[config.mk]
export PLATFORM = sky130hd
export DESIGN_NAME = microwave_countdown_timer_flat
export DESIGN_NICKNAME = d
export VERILOG_FILES = /design/src/rtl/microwave_countdown_timer_if.sv /design/src/rtl/microwave_countdown_timer.sv /design/src/flat_wrapper.sv
export SDC_FILE = /design/constraint.sdc
export NUM_CORES = 1
export LEC_CHECK = 0
export ABC_AREA = 1
export CAP_MARGIN = 30
export CORE_MARGIN = 5
export CORE_UTILIZATION = 50
export CTS_BUF_LIST = sky130_fd_sc_hd__clkbuf_16
export CTS_CLUSTER_DIAMETER = 150
export CTS_CLUSTER_SIZE = 8
export DETAILED_ROUTE_END_ITERATION = 12
export HOLD_SLACK_MARGIN = 0.02
export PLACE_DENSITY = 0.84
export SYNTH_ARGS = -nofsm -noshare
export SYNTH_HDL_FRONTEND = slang
export SYNTH_SLANG_ARGS = --single-unit
[constraint.sdc]
create_clock -name clock -period 2 [get_ports clock]
set_input_delay 0.2 -clock clock [delete_from_list [all_inputs] [get_ports clock]]
set_output_delay 0.2 -clock clock [all_outputs]
set_load 0.01 [all_outputs]
[src/rtl/microwave_countdown_timer_if.sv]
// Control and display signals of the microwave countdown timer.
// master drives keypad/buttons/door/tick, slave drives the digits and status.
interface microwave_countdown_timer_if;
  logic       tick_1hz;
  logic       keypad_valid;
  logic [3:0] keypad_digit;
  logic       start;
  logic       stop_clear;
  logic       door_open;
  logic [3:0] minutes;
  logic [3:0] tens_sec;
  logic [3:0] units_sec;
  logic       heating;
  logic       done;

  modport master (
    output tick_1hz, keypad_valid, keypad_digit, start, stop_clear, door_open,
    input  minutes, tens_sec, units_sec, heating, done
  );

  modport slave (
    input  tick_1hz, keypad_valid, keypad_digit, start, stop_clear, door_open,
    output minutes, tens_sec, units_sec, heating, done
  );
endinterface

[src/rtl/microwave_countdown_timer.sv]
// M:SS BCD keypad-entry countdown timer with pause/resume/clear.
// Optional quick-start (+30 s) feature enabled by defining QUICK_START_EN.
module microwave_countdown_timer #(
  parameter int TENS_WRAP       = 5,
  parameter int QUICK_SECS_TENS = 3
) (
  input  logic clock,
  input  logic reset_n,
  microwave_countdown_timer_if.slave bus
);

`ifdef QUICK_START_EN
  localparam bit QUICK_EN = 1'b1;
`else
  localparam bit QUICK_EN = 1'b0;
`endif

  typedef enum logic [1:0] {IDLE, RUNNING, PAUSED, DONE} state_t;

  state_t     state_reg;
  logic [3:0] minutes_reg, tens_reg, units_reg;
  logic       heating_reg, done_reg;

  logic       time_zero, last_second, digit_ok, add_carry;
  logic [3:0] dec_minutes, dec_tens, dec_units;
  logic [3:0] add_minutes, add_tens, add_units;

  always_comb begin
    time_zero   = (minutes_reg == 4'd0) && (tens_reg == 4'd0) && (units_reg == 4'd0);
    last_second = (minutes_reg == 4'd0) && (tens_reg == 4'd0) && (units_reg == 4'd1);
    digit_ok    = (bus.keypad_digit <= 4'd9);

    dec_minutes = minutes_reg;
    dec_tens    = tens_reg;
    dec_units   = units_reg;
    if (units_reg != 4'd0) begin
      dec_units = units_reg - 4'd1;
    end else if (tens_reg != 4'd0) begin
      dec_tens  = tens_reg - 4'd1;
      dec_units = 4'd9;
    end else if (minutes_reg != 4'd0) begin
      dec_minutes = minutes_reg - 4'd1;
      dec_tens    = 4'(TENS_WRAP);
      dec_units   = 4'd9;
    end

    // +30 s: tens+3 reaching 6 or more borrows six tens into one minute
    add_carry   = (tens_reg >= 4'd3);
    add_minutes = minutes_reg + {3'd0, add_carry};
    add_tens    = add_carry ? (tens_reg - 4'd3) : (tens_reg + 4'd3);
    add_units   = units_reg;
    if (add_carry && (minutes_reg >= 4'd9)) begin
      add_minutes = 4'd9;
      add_tens    = 4'd5;
      add_units   = 4'd9;
    end
  end

  always_ff @(posedge clock) begin
    if (!reset_n) begin
      state_reg   <= IDLE;
      minutes_reg <= 4'd0;
      tens_reg    <= 4'd0;
      units_reg   <= 4'd0;
      heating_reg <= 1'b0;
      done_reg    <= 1'b0;
    end else begin
      case (state_reg)
        IDLE: begin
          if (bus.stop_clear) begin
            minutes_reg <= 4'd0;
            tens_reg    <= 4'd0;
            units_reg   <= 4'd0;
          end else if (bus.start && !bus.door_open && !time_zero) begin
            state_reg   <= RUNNING;
            heating_reg <= 1'b1;
          end else if (QUICK_EN && bus.start && !bus.door_open && time_zero) begin
            tens_reg    <= 4'(QUICK_SECS_TENS);
            state_reg   <= RUNNING;
            heating_reg <= 1'b1;
          end else if (bus.keypad_valid && digit_ok) begin
            minutes_reg <= tens_reg;
            tens_reg    <= units_reg;
            units_reg   <= bus.keypad_digit;
          end
        end

        RUNNING: begin
          if (bus.stop_clear || bus.door_open) begin
            state_reg   <= PAUSED;
            heating_reg <= 1'b0;
          end else if (QUICK_EN && bus.start) begin
            minutes_reg <= add_minutes;
            tens_reg    <= add_tens;
            units_reg   <= add_units;
          end else if (bus.tick_1hz) begin
            minutes_reg <= dec_minutes;
            tens_reg    <= dec_tens;
            units_reg   <= dec_units;
            if (last_second) begin
              state_reg   <= DONE;
              heating_reg <= 1'b0;
              done_reg    <= 1'b1;
            end
          end
        end

        PAUSED: begin
          if (bus.stop_clear) begin
            state_reg   <= IDLE;
            minutes_reg <= 4'd0;
            tens_reg    <= 4'd0;
            units_reg   <= 4'd0;
          end else if (bus.start && !bus.door_open) begin
            state_reg   <= RUNNING;
            heating_reg <= 1'b1;
          end
        end

        DONE: begin
          // Time is already 0:00 here, so a keypad digit lands as 0:0d
          if (bus.stop_clear) begin
            state_reg <= IDLE;
            done_reg  <= 1'b0;
          end else if (bus.keypad_valid && digit_ok) begin
            state_reg <= IDLE;
            done_reg  <= 1'b0;
            units_reg <= bus.keypad_digit;
          end
        end

        default: begin
          state_reg   <= IDLE;
          heating_reg <= 1'b0;
          done_reg    <= 1'b0;
        end
      endcase
    end
  end

  assign bus.minutes   = minutes_reg;
  assign bus.tens_sec  = tens_reg;
  assign bus.units_sec = units_reg;
  assign bus.heating   = heating_reg;
  assign bus.done      = done_reg;

endmodule

[src/flat_wrapper.sv]
// flat-port wrapper written by rule: the top's interface ports become plain ports
module microwave_countdown_timer_flat 
#(
  parameter int TENS_WRAP       = 5,
  parameter int QUICK_SECS_TENS = 3
)
  (clock, reset_n, bus_tick_1hz, bus_keypad_valid, bus_keypad_digit, bus_start, bus_stop_clear, bus_door_open, bus_minutes, bus_tens_sec, bus_units_sec, bus_heating, bus_done);
  microwave_countdown_timer_if bus_i ();
  input  logic clock;
  input  logic reset_n;
  input wire logic [$bits(bus_i.tick_1hz)-1:0] bus_tick_1hz;
  input wire logic [$bits(bus_i.keypad_valid)-1:0] bus_keypad_valid;
  input wire logic [$bits(bus_i.keypad_digit)-1:0] bus_keypad_digit;
  input wire logic [$bits(bus_i.start)-1:0] bus_start;
  input wire logic [$bits(bus_i.stop_clear)-1:0] bus_stop_clear;
  input wire logic [$bits(bus_i.door_open)-1:0] bus_door_open;
  output wire logic [$bits(bus_i.minutes)-1:0] bus_minutes;
  output wire logic [$bits(bus_i.tens_sec)-1:0] bus_tens_sec;
  output wire logic [$bits(bus_i.units_sec)-1:0] bus_units_sec;
  output wire logic [$bits(bus_i.heating)-1:0] bus_heating;
  output wire logic [$bits(bus_i.done)-1:0] bus_done;
  assign bus_i.tick_1hz = bus_tick_1hz;
  assign bus_i.keypad_valid = bus_keypad_valid;
  assign bus_i.keypad_digit = bus_keypad_digit;
  assign bus_i.start = bus_start;
  assign bus_i.stop_clear = bus_stop_clear;
  assign bus_i.door_open = bus_door_open;
  assign bus_minutes = bus_i.minutes;
  assign bus_tens_sec = bus_i.tens_sec;
  assign bus_units_sec = bus_i.units_sec;
  assign bus_heating = bus_i.heating;
  assign bus_done = bus_i.done;
  microwave_countdown_timer #(.TENS_WRAP(TENS_WRAP), .QUICK_SECS_TENS(QUICK_SECS_TENS)) u_core (.clock(clock), .reset_n(reset_n), .bus(bus_i));
endmodule
=== Word-level counts from Yosys, hierarchy flattened ===
Index checks and enable logic that the tools add are counted.

* Output and inout port bits: 14
* Register bits: 16
* Word-level logic and storage cells: 111
* Input port bits: 11

* Add/sub/neg operators: 3
* Eq/ne operators: 24
* Multiplexer cells: 53
* $lt $le $gt $ge: 1
* Reduce and logical (&&, ||, !) cells: 24

{| class="wikitable"
|+ Operators by type and width
! kind !! number
|-
| 4-bit two-way mux || 26
|-
| 4-bit one-hot mux with 3 select lines || 2
|-
| 2-bit two-way mux || 9
|-
| 2-bit != test (second input constant) || 8
|-
| 4-bit one-hot mux with 4 select lines || 1
|-
| 4-bit logical NOT || 3
|-
| 1-bit two-way mux || 12
|-
| 3-bit by 2-bit != test with 1-bit output (second input constant) || 4
|-
| 6-bit AND reduction || 2
|-
| 4-bit nonzero test || 3
|-
| 4-bit by 1-bit subtractor with 4-bit output (second input constant) || 3
|-
| 9-bit AND reduction || 1
|-
| 2-bit by 1-bit != test with 1-bit output (second input constant) || 4
|-
| 2-bit one-hot mux with 4 select lines || 1
|-
| 8-bit AND reduction || 1
|-
| 7-bit AND reduction || 1
|-
| 1-bit logical AND || 6
|-
| 3-bit by 1-bit != test with 1-bit output (second input constant) || 2
|-
| 5-bit AND reduction || 1
|-
| 2-bit equality test (second input constant) || 2
|-
| 4-bit by 1-bit equality test with 1-bit output (second input constant) || 1
|-
| 4-bit <= comparator (second input constant) || 1
|-
| 4-bit by 1-bit != test with 1-bit output (second input constant) || 1
|-
| 3-bit != test (second input constant) || 1
|-
| 8 further kinds || 9
|}

=== Longest topological paths before layout ===
* Depth in word-level cells: 8
* Mapped depth: 12

=== Least setup slack after synthesis ===
OpenSTA, ideal clock, no wires.

* Path kind: flip-flop to flip-flop
* Start: register u_core.state_reg[1]
* End: register u_core.minutes_reg[0], in the netlist u_core.bus.minutes[0]
* Arrival: 1.412 ns
* Data required time: 1.887 ns
* Stages on the path, launching flop included: 12
* Setup slack: 0.475 ns
* Library setup time: 0.113 ns
* Period minus slack after synthesis: 1.525 ns
* Path through: dfxtp_1 > inv_1 > ha_1 > buf_6 > clkinv_4 > nor2_2 > a21oi_4 > nand2_1 > nor2_4 > nand3_4 > nor2_1 > nor2_1

* Longest elaborated chain between the ends: 3
* Elaborated cells between the ends (all ways): 14

{| class="wikitable"
|+ RTL lines
! item !! RTL line !! source
|-
| from (decl) || microwave_countdown_timer.sv:20 || <nowiki>state_t state_reg;</nowiki>
|-
| from (signal assigned) || microwave_countdown_timer.sv:61 || <nowiki>state_reg <= IDLE;</nowiki>
|-
| from (signal assigned) || microwave_countdown_timer.sv:75 || <nowiki>state_reg <= RUNNING;</nowiki>
|-
| from (signal assigned) || microwave_countdown_timer.sv:79 || <nowiki>state_reg <= RUNNING;</nowiki>
|-
| 2-bit by 1-bit equality test with 1-bit output (tied with other cells) || microwave_countdown_timer.sv:68 || <nowiki>case (state_reg)</nowiki>
|-
| 2-bit != test (no line) (tied with other cells) || n/a ||
|-
| 9-bit AND reduction (no line) || n/a ||
|-
| to (signal assigned) || microwave_countdown_timer.sv:82 || <nowiki>minutes_reg <= tens_reg;</nowiki>
|-
| to (signal assigned) || microwave_countdown_timer.sv:93 || <nowiki>minutes_reg <= add_minutes;</nowiki>
|-
| to (signal assigned) || microwave_countdown_timer.sv:97 || <nowiki>minutes_reg <= dec_minutes;</nowiki>
|-
| to (decl) || microwave_countdown_timer.sv:21 || <nowiki>logic [3:0] minutes_reg, tens_reg, units_reg;</nowiki>
|}

Parallel ways exist; a longest one is shown, timed or not.
A chain may end at the register's enable or synchronous reset.

=== Worst setup path in the final report ===
* Start: register u_core.state_reg[1]
* End: register u_core.units_reg[0], in the netlist u_core.bus.units_sec[0]

* Longest elaborated chain between the ends: 3
* Elaborated cells between the ends (all ways): 12

{| class="wikitable"
|+ RTL lines
! item !! RTL line !! source
|-
| 2-bit by 1-bit equality test with 1-bit output (tied with other cells) || microwave_countdown_timer.sv:68 ||
|-
| 4-bit by 1-bit != test with 1-bit output (no line) (tied with other cells) || n/a ||
|-
| 6-bit AND reduction (no line) || n/a ||
|-
| to (signal assigned) || microwave_countdown_timer.sv:84 || <nowiki>units_reg <= bus.keypad_digit;</nowiki>
|-
| to (signal assigned) || microwave_countdown_timer.sv:95 || <nowiki>units_reg <= add_units;</nowiki>
|-
| to (signal assigned) || microwave_countdown_timer.sv:99 || <nowiki>units_reg <= dec_units;</nowiki>
|-
| to (decl) || microwave_countdown_timer.sv:21 ||
|}

Parallel ways exist; a longest one is shown, timed or not.

==> results.md <==
- FF+latch count, synth: 16
- Post-cts gate resize count: 0
- Total standard cell area after synthesis: roughly 1500 sq um
- Initial core utilization: 0.525
- Count of clock tree sinks: 16
- Startpoint Class: flip-flop
- Clock tree from TritonCTS: done
- Die height: 64.0 um
- Floorplan core area: about 2800 sq um
- Remaining max-slew budget at the tightest pin: 0.602
- Global route overflow: 0
- Cells taking the most area after synthesis: dfxtp_1 22%, nand2_1 15%, nor2_1 9.0%, ha_1 8.6%, inv_1 6.9%
- Setup-violating endpoint count in the final report: 0
- Die Wd: ~64 um
- Count of final hold-check violations: 0
- Required time at the worst-slack endpoint: 2140 ps
- Clock input transition at the sequential cells of the worst setup and hold paths: approximately 50 ps
- Peak VDD IR: 1.11 mV
- Routed wire per std cell: about 12 um
- Dominant register cell in the synthesized netlist: dfxtp_1
- Residual DRC: 0
- Core Rows: 19
- Final weighted congestion in routability-driven placement: approximately 0.86
- Fill cell total of the finished layout: 245
- Class of the tightest hold or removal check: reg2reg
- Fmax: 0.580 GHz
- Leading cell types by count after synthesis: 60 x nand2_1, 35 x nor2_1, 27 x inv_1, 19 x nand3_1, 16 x dfxtp_1
- Count of H-tree levels built during CTS: 1
- Pin slew with the least headroom to its limit: between 500 and 600 ps
- CP Capture Type: flip-flop
- First-pass GRT wire length: roughly 6100 um
- Final cell count without fillers: around 290
- Remaining antenna violation count after routing: 0
- Syn_nets: 255
- Cell count after placement: between 200 and 300
- Outcome: completed
- 1st-pass router iterations: 4
- Pins over their slew limit: 0
- Final Cycle Share: 0.861
- IO Count: 25
- Antenna Diode Count: 0
- Number of buffers added by the clock tree synthesis step: 3
- Shortest clock period the worst path allows after layout: about 1700 ps
- Kind of critical path: reg2reg
- Initial drt markers: roughly 110
- Share of Yosys cell area claimed by the top area cell type: 0.220
- Layout Cell Area excl Fill: about 1800 sq um
- Count of input and output buffers: 24
- Worst-case hold slack: roughly 460 ps
- Maximum fanout along the worst path: 8
- CP arrival: 1860 ps
- Number of synthesized flops with an enable pin: 0
- Post-detailed-placement cell area: 1710 sq um
- Power density over the cells: 1350 nW/um^2
- Synth area leader: dfxtp_1
- Dominant cell by count in the synthesized netlist: nand2_1
- Finished Core Util: 0.644
- Final setup slack of the worst path: approximately 280 ps
- Sequential fraction of the synthesis area: 0.220
- Post-CTS setup repair buffer count: 0
- Routed Wire Length: between 3000 and 4000 um
- Post-synth ARST share: 0
- Number of maximum-capacitance constraint violations: 0
- Vias per cell: between 5 and 6
- Setup clock skew after layout: 2.62 ps
- Fraction of final layout cells sized beyond drive strength 1: 0.112
- Final-layout setup total negative slack: 0 ps
- Largest net degree at the start of global routing: 17
- Clock Path Buffers: 2
- Clock latency reported for the late side of the worst-skew pair: roughly 250 ps
- Avg Inst Size Synth: roughly 6.2 sq um
- GRT Util Overall: 0.177
- Post-route total power: between 2 and 2.5 mW
- Worst slack after detailed placement: a little under 200 ps
- Overall die area: 4100 sq um
- Post-synth cell types: 29
- Synth Instances: about 230
- Yosys warning count: 0
- CTS Hold Buffers Added: 0
- Fin nets: 280
- Number of global-route vias before repair: approximately 1400
- Synth-to-Final Area Change: 22.7%
- Number of antenna violations at the first check in global routing: 0
- Clock Tree Root: clkbuf_16
- LEAKAGE: 0.866 nW
- Detailed Place HPWL: 2540 um
- Via Count: 1537
- Setup repair after global routing missed its margin: false
## layer usage
layer | vias up | track usage | part of all wire
li1 | 798 | - | -
met1 | 683 | 0.225 | 0.45
met2 | 49 | 0.295 | 0.46
met3 | 7 | 0.0298 | 0.068
met4 | 0 | 0.0727 | 0.019
met5 | - | 0 | 0
## path summary, 6_finish.rpt
kind                       startpoint                 endpoint  slack, ps  cells past startpoint
setup / recovery  u_core.state_reg[1]  u_core.bus.units_sec[0]        280                     11
hold reg to reg    u_core.bus.heating       u_core.bus.heating        460                      2
setup reg to reg  u_core.state_reg[1]  u_core.bus.units_sec[0]        280                     11
hold / removal     u_core.bus.heating       u_core.bus.heating        460                      2
## kinds of logic after synthesis
group | Yosys count | share of synthesized area
buffers and inverters | 39 | 0.118
flip-flops | 16 | 0.220
adder cells (fa/ha/maj) | 10 | 0.0858
AND/OR/NAND/NOR | 136 | 0.431
XOR/XNOR | 2 | 0.0120
AO/OA/AOI/OAI | 31 | 0.133
## worst max-delay path, stage by stage (launching register included)
cell and delay, ps:
dfxtp_1 320, inv_1 120, ha_2 330, clkinv_4 120
nor2_1 150, nand2_1 110, nor2_1 100, nor2_1 60
nand2_2 120, nand2_1 70, nand2_1 60, nor2_1 50
## layout by cell type, fill, tap and decap left out
cell type / n
nand3_1: 19
nand3b_1: 2
clkbuf_16: 3
nor2_1: 35
o32ai_1: 3
nor3_1: 2
xnor2_1: 1
clkinv_4: 1
inv_2: 5
a21oi_4: 1
clkdlybuf4s50_1: 24
nand2_2: 5
ha_2: 1
dfxtp_1: 16
a32oi_1: 1
nor2_2: 5
buf_4: 2
clkinv_1: 1
nand3_2: 2
inv_1: 27
o21ai_1: 1
a21oi_1: 10
nand2_1: 60
ha_1: 9
o21ai_0: 9
o31ai_1: 4
nand3_4: 2
a31oi_1: 2
xor2_1: 1
nor2_4: 2
nand4_1: 2
## power breakdown
group          switching, mW  internal (mW)  leakage, nW  total (mW)
clock                  0.124          0.265       0.0385       0.389
sequential            0.0847          0.422        0.132       0.506
combinational          0.903          0.617        0.696        1.52
total                   1.11           1.30        0.866        2.42
## area by class of cell
cell class                 instances  area [sq um]  area share
clock buffer                       3          75.1      0.0419
inverter                          33           129      0.0720
timing repair buffer              26           255       0.143
sequential                        16           320       0.179
clock inverter                     1          3.75     0.00210
multi-input combinational        179           968       0.541
tap                               31          38.8      0.0217
(Power assumes the default switching activity.)
